==> src/rtl/egg_timer_pkg.sv <==
// Shared state encodings and BCD limits for the egg timer controller.
// Rev 1.0 - initial release.
`default_nettype none

package egg_timer_pkg;

  typedef enum logic [1:0] {
    ST_IDLE  = 2'b00,
    ST_RUN   = 2'b01,
    ST_PAUSE = 2'b10,
    ST_ALARM = 2'b11
  } state_e;

  localparam logic [3:0] BCD_MAX_ONES   = 4'd9;
  localparam logic [3:0] BCD_MAX_TENS   = 4'd5;
  localparam int         DEF_MAX_MIN    = 59;
  localparam int         DEF_ALARM_SECS = 30;

endpackage

`default_nettype wire

==> src/rtl/bcd_digit.sv <==
// Single BCD digit register with clear, increment and decrement that wrap at a programmable maximum.
// Rev 1.0 - initial release.
`default_nettype none

module bcd_digit (
  input  logic       clk,
  input  logic       reset,
  input  logic       load_zero,
  input  logic       inc,
  input  logic       dec,
  input  logic [3:0] max_val,
  output logic       wrap,
  output logic [3:0] value
);

  logic [3:0] value_q, value_d;
  logic       at_max, at_zero;

  assign at_max  = (value_q == max_val);
  assign at_zero = (value_q == 4'd0);

  // Carry on increment from max, borrow on decrement from zero.
  assign wrap  = (inc && at_max) || (dec && at_zero);
  assign value = value_q;

  always_comb begin
    value_d = value_q;
    if (load_zero) begin
      value_d = 4'd0;
    end else if (inc) begin
      value_d = at_max ? 4'd0 : value_q + 4'd1;
    end else if (dec) begin
      value_d = at_zero ? max_val : value_q - 4'd1;
    end
  end

  always_ff @(posedge clk) begin
    if (reset) begin
      value_q <= 4'd0;
    end else begin
      value_q <= value_d;
    end
  end

endmodule

`default_nettype wire

==> src/rtl/egg_timer_ctrl.sv <==
// Egg timer controller: MM:SS BCD countdown with IDLE/RUN/PAUSE/ALARM FSM.
// Optional macro EGG_ALARM_TIMEOUT_EN adds ALARM auto-clear after ALARM_SECS ticks. Rev 1.0.
`default_nettype none

module egg_timer_ctrl #(
  parameter int MAX_MIN    = egg_timer_pkg::DEF_MAX_MIN,
  parameter int ALARM_SECS = egg_timer_pkg::DEF_ALARM_SECS
) (
  input  logic       clk,
  input  logic       reset,
  input  logic       tick_1hz,
  input  logic       start_p,
  input  logic       inc_min_p,
  input  logic       inc_sec_p,
  input  logic       clear_p,
  output logic [3:0] min_tens,
  output logic [3:0] min_ones,
  output logic [3:0] sec_tens,
  output logic [3:0] sec_ones,
  output logic       running,
  output logic       alarm,
  output logic [1:0] state
);

  import egg_timer_pkg::*;

  localparam logic [3:0] MAX_MIN_TENS = 4'(MAX_MIN / 10);
  localparam logic [3:0] MAX_MIN_ONES = 4'(MAX_MIN % 10);

  state_e state_q, state_d;
  logic   running_q, alarm_q;

  logic [3:0] mt_val, mo_val, st_val, so_val;
  logic       mt_wrap, mo_wrap, st_wrap, so_wrap;

  // Priority qualification: clear > start > tick > increments.
  logic w_tick, w_inc_ok;
  assign w_tick   = !clear_p && !start_p && tick_1hz;
  assign w_inc_ok = !clear_p && !start_p && !tick_1hz;

  logic w_time_zero, w_time_one, w_min_at_max;
  assign w_time_zero  = (mt_val == 4'd0) && (mo_val == 4'd0) &&
                        (st_val == 4'd0) && (so_val == 4'd0);
  assign w_time_one   = (mt_val == 4'd0) && (mo_val == 4'd0) &&
                        (st_val == 4'd0) && (so_val == 4'd1);
  assign w_min_at_max = (mt_val == MAX_MIN_TENS) && (mo_val == MAX_MIN_ONES);

  logic w_dec, w_inc_sec, w_inc_min, w_min_clear, w_underflow;
  assign w_dec       = (state_q == ST_RUN) && w_tick;
  assign w_inc_sec   = (state_q == ST_IDLE) && w_inc_ok && inc_sec_p;
  assign w_inc_min   = (state_q == ST_IDLE) && w_inc_ok && inc_min_p;
  assign w_min_clear = clear_p || (w_inc_min && w_min_at_max);
  // A borrow out of the minutes is unreachable; treated as expiry for safety.
  assign w_underflow = w_dec && mt_wrap;

  bcd_digit u_sec_ones (
    .clk       (clk),
    .reset     (reset),
    .load_zero (clear_p),
    .inc       (w_inc_sec),
    .dec       (w_dec),
    .max_val   (BCD_MAX_ONES),
    .wrap      (so_wrap),
    .value     (so_val)
  );

  bcd_digit u_sec_tens (
    .clk       (clk),
    .reset     (reset),
    .load_zero (clear_p),
    .inc       (w_inc_sec && so_wrap),
    .dec       (w_dec && so_wrap),
    .max_val   (BCD_MAX_TENS),
    .wrap      (st_wrap),
    .value     (st_val)
  );

  bcd_digit u_min_ones (
    .clk       (clk),
    .reset     (reset),
    .load_zero (w_min_clear),
    .inc       (w_inc_min && !w_min_at_max),
    .dec       (w_dec && so_wrap && st_wrap),
    .max_val   (BCD_MAX_ONES),
    .wrap      (mo_wrap),
    .value     (mo_val)
  );

  bcd_digit u_min_tens (
    .clk       (clk),
    .reset     (reset),
    .load_zero (w_min_clear),
    .inc       (w_inc_min && !w_min_at_max && mo_wrap),
    .dec       (w_dec && so_wrap && st_wrap && mo_wrap),
    .max_val   (BCD_MAX_ONES),
    .wrap      (mt_wrap),
    .value     (mt_val)
  );

  logic w_alarm_timeout;

`ifdef EGG_ALARM_TIMEOUT_EN
  localparam logic [5:0] ALARM_LAST = 6'(ALARM_SECS - 1);

  logic [5:0] alarm_cnt_q, alarm_cnt_d;

  assign w_alarm_timeout = (state_q == ST_ALARM) && w_tick && (alarm_cnt_q == ALARM_LAST);

  always_comb begin
    alarm_cnt_d = alarm_cnt_q;
    if ((state_q != ST_ALARM) && (state_d == ST_ALARM)) begin
      alarm_cnt_d = 6'd0;
    end else if ((state_q == ST_ALARM) && w_tick) begin
      alarm_cnt_d = alarm_cnt_q + 6'd1;
    end
  end

  always_ff @(posedge clk) begin
    if (reset) begin
      alarm_cnt_q <= 6'd0;
    end else begin
      alarm_cnt_q <= alarm_cnt_d;
    end
  end
`else
  assign w_alarm_timeout = 1'b0;
`endif

  always_comb begin
    state_d = state_q;
    if (clear_p) begin
      state_d = ST_IDLE;
    end else begin
      case (state_q)
        ST_IDLE: begin
          if (start_p && !w_time_zero) state_d = ST_RUN;
        end
        ST_RUN: begin
          if (start_p)                                  state_d = ST_PAUSE;
          else if (w_dec && (w_time_one || w_underflow)) state_d = ST_ALARM;
        end
        ST_PAUSE: begin
          if (start_p) state_d = ST_RUN;
        end
        ST_ALARM: begin
          if (start_p || w_alarm_timeout) state_d = ST_IDLE;
        end
        default: state_d = ST_IDLE;
      endcase
    end
  end

  always_ff @(posedge clk) begin
    if (reset) begin
      state_q   <= ST_IDLE;
      running_q <= 1'b0;
      alarm_q   <= 1'b0;
    end else begin
      state_q   <= state_d;
      running_q <= (state_d == ST_RUN);
      alarm_q   <= (state_d == ST_ALARM);
    end
  end

  assign min_tens = mt_val;
  assign min_ones = mo_val;
  assign sec_tens = st_val;
  assign sec_ones = so_val;
  assign running  = running_q;
  assign alarm    = alarm_q;
  assign state    = state_q;

endmodule

`default_nettype wire
==> config.mk <==
export PLATFORM = sky130hd
export DESIGN_NAME = egg_timer_ctrl
export DESIGN_NICKNAME = d
export VERILOG_FILES = /design/src/rtl/egg_timer_pkg.sv /design/src/rtl/bcd_digit.sv /design/src/rtl/egg_timer_ctrl.sv
export SDC_FILE = /design/constraint.sdc
export NUM_CORES = 1
export LEC_CHECK = 0
export CORE_ASPECT_RATIO = 2
export CORE_MARGIN = 5
export CORE_UTILIZATION = 55
export CTS_BUF_LIST = sky130_fd_sc_hd__clkbuf_4
export DETAILED_ROUTE_END_ITERATION = 10
export GPL_TIMING_DRIVEN = 0
export PLACE_DENSITY = 0.81
export SETUP_SLACK_MARGIN = 0.2
export SLEW_MARGIN = 25
export SYNTH_ARGS = -nofsm -noshare
export SYNTH_HDL_FRONTEND = slang
export SYNTH_SLANG_ARGS = --single-unit
==> constraint.sdc <==
create_clock -name clk -period 2.81 [get_ports clk]
set_input_delay 0.7025 -clock clk [delete_from_list [all_inputs] [get_ports clk]]
set_output_delay 0.7025 -clock clk [all_outputs]
set_load 0.005 [all_outputs]
==> results of run 1 <==
-- per-stage QoR --
stage | power, mW | setup WS (ps) | area, um^2 | hold WS (ps)
after global routing | 0.5214 | 186.2 | 1969 | 693.8
after global placement | 0.3568 | -377.6 | 1912 | 606.7
after CTS | 0.4942 | 246.0 | 1943 | 641.6
after floorplan | 0.3316 | 548.0 | 1614 | 576.5
final | 0.4981 | 319.9 | 1969 | 649.2
after detailed placement | 0.3578 | -380.5 | 1912 | 622.5
-- cells in the mapped netlist, types with 6 or more instances --
cell type	number	area share
a31oi_1	7	0.027
nand2_1	18	0.042
nor2_1	24	0.056
nor3_1	10	0.031
clkbuf_1	17	0.040
nand2b_1	8	0.031
dfxtp_1	20	0.25
o21ai_0	12	0.037
nand3_1	8	0.025
inv_1	6	0.014
a21oi_1	12	0.037
-- kinds of logic (layout without fill, tap and decap cells) --
kind of cell              count (synthesis)  in the layout  share of synthesized area
and+or+nand+nor                         103            103                     0.3512
AOI/OAI and AO/OA                        69             69                     0.3047
buffers and inverters                    27             57                    0.06821
DFF                                      20             20                     0.2481
xor gates and xnor gates                  4              4                    0.02170
muxes                                     1              1                   0.006202
-- critical path: stages --
cell and delay (ps):
clkdlybuf4s50_1 460, or3_1 410, or4_1 510, a21boi_2 290
a21oi_1 110, a311oi_1 240
-- what timing repair did --
action                                  CTS  global route
resized for setup                         4             7
pin swaps                                 0             1
endpoints found under the setup margin   15             9
setup buffers                             0             1
-- path summary, 6_finish.rpt --
path / end / start / depth (start not counted)
min: u_sec_ones.value[2] / u_sec_ones.value[2] / 2
max reg2reg: running / u_sec_tens.value[1] / 6
max: u_sec_tens.value[1] / clear_p / 6
min reg2reg: u_sec_ones.value[2] / u_sec_ones.value[2] / 2
-- area by class of cell --
type	instances	area [um^2]
repair buffers	27	267.8
fillers	288	938.4
flip-flops and latches	20	400.4
multi-input cells	177	1124
inverters	6	22.52
plain buffers	21	95.09
clock buffers	3	22.52
well taps	30	37.54
-- layer usage --
layer / vias up / wire (um)
met5: - / 0
met3: 22 / 205
met4: 0 / 208
met2: 63 / 2526
li1: 894 / -
met1: 867 / 1640
-- flip-flops by register name (all words and copies together) (netlist names) --
| signal | flops |
|---|---|
| u_min_ones.value | 4 |
| u_min_tens.value | 4 |
| u_sec_ones.value | 4 |
| u_sec_tens.value | 4 |
| state | 2 |
| alarm | 1 |
| running | 1 |
-- power by group --
group	switching [mW]	leakage [nW]	internal (mW)
clock network	0.0935	0.0138	0.0503
registers	0.00208	0.161	0.285
logic	0.0383	0.473	0.0285
total	0.134	0.648	0.364
==> impl_metrics.csv, run 1 <==
group,metric,value,unit
outcome,outcome,"finished, final reports clean",
timing,fin_worst_skew,18.70,ps
global_route,antenna_found_initial,0,
synth,ys_ff_latch,20,
clocking,path_clk_slew,120,ps
critical_path,critPathArrivalTime,2730,ps
final_layout,final_nets,263,
global_route,grtUsageMet3,0.01721,
synth,ys_warn_count,0,
synth,syn_area,1614,um^2
timing,rsz0062_at_grt,"yes",
clocking,hold_buffers,0,
die,dieArea,4184,um^2
critical_path,worstSetupEndpointType,"register",
synth,avgSynthCellArea,7.206,um^2
global_route,overflow,0,
timing,drv_slew,0,
final_layout,area_delta_synth_final,22.02,%
die,num_rows,28,
die,die_h,86.61,um
job,maxCapViolations,0,
place,portBuffers,26,
final_layout,diodes,0,
clocking,root_buffer,"clkbuf_4",
die,coreArea,2908,um^2
clocking,htreeDepth,1,
clocking,clk_latency,320,ps
synth,synthArstFlopShare,0,
drt,drtPass1Iterations,5,
drt,vias,1846,
timing,hold_viol,0,
global_route,grt_busiest_layer,"met2",
clocking,cts_buffers,3,
place,gp_congestion,0.9315,
synth,synth_edf_count,0,
critical_path,start_kind,"input pin",
global_route,use_met2,0.4155,
place,hpwl,3.546,mm
global_route,first_global_vias,1733,
power_and_ir_drop,irDropWorstVdd,0.0002326,V
global_route,grt_pass1_wl,7.734,mm
drt,via_per_inst,6.500,
timing,tns,0,ps
clocking,clock_path_buffers,2,
drt,drt_iter0_drc,59,
critical_path,r2r_slack,570,ps
clocking,cts_sinks,20,
final_layout,fin_util,0.6773,
synth,syn_inst,224,
global_route,grt_use_total,0.2251,
global_route,grt_use_met1,0.2354,
die,pin_count,27,
synth,synth_nets,231,
clocking,tritoncts,"done",
timing,max_slew_margin,0.4813,
die,die_w,48.31,um
critical_path,worstSetupPathType,"in2reg",
drt,wl_per_cell,16.13,um
synth,synth-seq-area-share,0.2481,
power_and_ir_drop,leakage,0.6478,nW
timing,post-route-period-util,0.8862,
final_layout,stdcell_count,284,
timing,fmax,401.6,MHz
timing,period_needed,2490,ps
timing,setup_viol,0,
power_and_ir_drop,p_per_area,252.9,nW/um^2
critical_path,cp_data_required_time,3050,ps
min_path,hp-class,"reg2reg",
synth,ys_types,54,
drt,drc,0,
place,placedCellCount,280,
global_route,grt_max_degree,11,
critical_path,path_max_fanout,6,
final_layout,final_common_cell,"clkdlybuf4s50_1",
die,initial_core_util,0.5551,
final_layout,final_cell_mix,"clkdlybuf4s50_1, nor2_1, dfxtp_1, nand2_1, clkbuf_1",
drt,finalWirelength,4.580,mm
timing,tightest_slew,767.6,ps
drt,drtAntennaViolNets,0,
synth,synth_top_flop_cell,"dfxtp_1",
final_layout,drive_above_1_share,0.09055,
Note: power is estimated with default switching activity, not from simulation.
==> run 2, diff against run 1 <==
--- a/config.mk
+++ b/config.mk
@@ -17,3 +17,4 @@
 export SYNTH_ARGS = -nofsm -noshare
 export SYNTH_HDL_FRONTEND = slang
 export SYNTH_SLANG_ARGS = --single-unit
+export TNS_END_PERCENT = 5
==> run 2 against run 1 <==
Fmax fell by 2.9%. Clock skew is 2.0 ps lower. Clock-buffer cell count unchanged. Total power fell by 0.92%. Worst setup slack got worse by 74 ps. First-iteration DRC count rose by 10%. Final cell count down 0.35%. Highest routed layer unchanged. Critical path type unchanged. Utilization fell by 0.30 points. Die area stayed put. Wire length shrank 0.28%. Non-clock buffer count down 1. Sequential cell count unchanged.
==> impl_metrics.csv, run 2 (synthesis gave the netlist of run 1 again) <==
group,metric,value,unit
outcome,outcome,"finished, final reports clean",
timing,period_needed,2564,ps
die,pin_count,27,
clocking,clk_latency,310,ps
timing,tightest_slew,790.3,ps
critical_path,worstSetupEndpointType,"register",
final_layout,drive_above_1_share,0.08300,
drt,drtPass1Iterations,4,
min_path,hp-class,"reg2reg",
final_layout,final_cell_mix,"clkdlybuf4s50_1, nor2_1, dfxtp_1, nand2_1, clkbuf_1",
timing,fin_worst_skew,16.75,ps
global_route,grt_use_total,0.2251,
timing,tns,0,ps
place,portBuffers,26,
clocking,cts_sinks,20,
drt,via_per_inst,6.470,
clocking,tritoncts,"done",
final_layout,final_common_cell,"clkdlybuf4s50_1",
final_layout,fin_util,0.6743,
timing,setup_viol,0,
power_and_ir_drop,irDropWorstVdd,0.0002298,V
final_layout,stdcell_count,283,
clocking,htreeDepth,1,
clocking,cts_buffers,3,
die,initial_core_util,0.5551,
global_route,first_global_vias,1733,
critical_path,cp_data_required_time,3040,ps
place,postPlaceCellArea,1912,um^2
die,die_h,86.61,um
drt,finalWirelength,4.567,mm
die,dieArea,4184,um^2
die,die_w,48.31,um
final_layout,area_delta_synth_final,21.47,%
drt,drtAntennaViolNets,0,
final_layout,diodes,0,
critical_path,worstSetupPathType,"in2reg",
power_and_ir_drop,total_power,493.5,uW
die,num_rows,28,
clocking,path_clk_slew,120,ps
global_route,overflow,0,
critical_path,crit_family,"simple AND/OR/NAND/NOR gates",
clocking,post_cts_buffers,0,
place,placedCellCount,280,
critical_path,slowest_delay,470,ps
global_route,grt_pass1_wl,7.734,mm
critical_path,critPathSlowestCell,"clkdlybuf4s50_1",
critical_path,path_buf_inv,1,
timing,max_slew_margin,0.4660,
timing,hold_viol,0,
clocking,root_buffer,"clkbuf_4",
global_route,grt_max_degree,11,
drt,drc,0,
timing,post-route-period-util,0.9125,
power_and_ir_drop,p_per_area,251.7,nW/um^2
critical_path,start_kind,"input pin",
job,maxCapViolations,0,
drt,drt_iter0_drc,65,
critical_path,cp_cell_sequence,"clkdlybuf4s50_1 > or3_1 > or3_4 > a211oi_4 > o32ai_1 > a21oi_1",
place,gp_congestion,0.9315,
drt,vias,1831,
drt,wl_per_cell,16.14,um
critical_path,path_max_fanout,8,
clocking,hold_buffers,0,
die,coreArea,2908,um^2
timing,rsz0062_at_grt,"yes",
critical_path,critPathArrivalTime,2800,ps
final_layout,final_nets,262,
clocking,clock_path_buffers,2,
global_route,antenna_found_initial,0,
final_layout,postLayoutCellArea,1961,um^2
timing,drv_slew,0,
place,hpwl,3.546,mm
timing,fmax,390.0,MHz
power_and_ir_drop,leakage,0.6390,nW
## run 2: cell count changes in the layout (fill, tap and decap cells not counted), sizes merged
| cell | before | now |
|---|---|---|
| buf | 4 | 3 |
## run 2: repair_timing
action / in CTS / in global routing
endpoints found under the setup margin: 15 / 9
hold endpoints to repair: 0 / 0
gates resized for setup: 4 / 5
pin swaps: 0 / 0
cloned: 0 / 0
## run 2: worst paths after layout
check	start	end	slack, ps	depth (start not counted)
max	clear_p	u_min_tens.value[2]	250	6
min	u_sec_ones.value[2]	u_sec_ones.value[2]	650	2
max reg2reg	u_sec_tens.value[0]	u_min_tens.value[2]	550	6
min reg2reg	u_sec_ones.value[2]	u_sec_ones.value[2]	650	2
## run 2: metal layers
| layer | up-vias | track usage | part of all wire |
|---|---|---|---|
| met4 | 0 | 0.1461 | 0.048 |
| met5 | - | 0 | 0 |
| met1 | 861 | 0.2354 | 0.37 |
| met3 | 22 | 0.01721 | 0.039 |
| li1 | 888 | - | - |
| met2 | 60 | 0.4155 | 0.54 |
## run 2: stage by stage
| stage | hold WS [ps] | worst slack (ps) |
|---|---|---|
| after global placement | 606.7 | -377.6 |
| after detailed placement | 622.5 | -380.5 |
| after global routing | 693.8 | 168.3 |
| after floorplan | 576.5 | 548.0 |
| final | 652.5 | 245.8 |
| after CTS | 641.6 | 246.0 |
## run 2: where the power goes
part / internal (mW) / switching [mW] / total (mW)
Sequential: 0.285 / 0.00211 / 0.288
Combinational: 0.0283 / 0.0383 / 0.0666
Clock: 0.0500 / 0.0893 / 0.139
## run 2: final cells by class
cell class / count / area [um^2]
Timing Repair Buffer: 26 / 260.3
Buffer: 21 / 93.84
Multi-Input combinational cell: 177 / 1124
Inverter: 6 / 22.52
Fill cell: 291 / 947.2
Clock buffer: 3 / 22.52
Tap cell: 30 / 37.54
Sequential cell: 20 / 400.4
## run 2: worst min-delay path, stage by stage (launching register included)
cell and delay (ps):
dfxtp_1 410, a21oi_1 150, a311oi_1 60
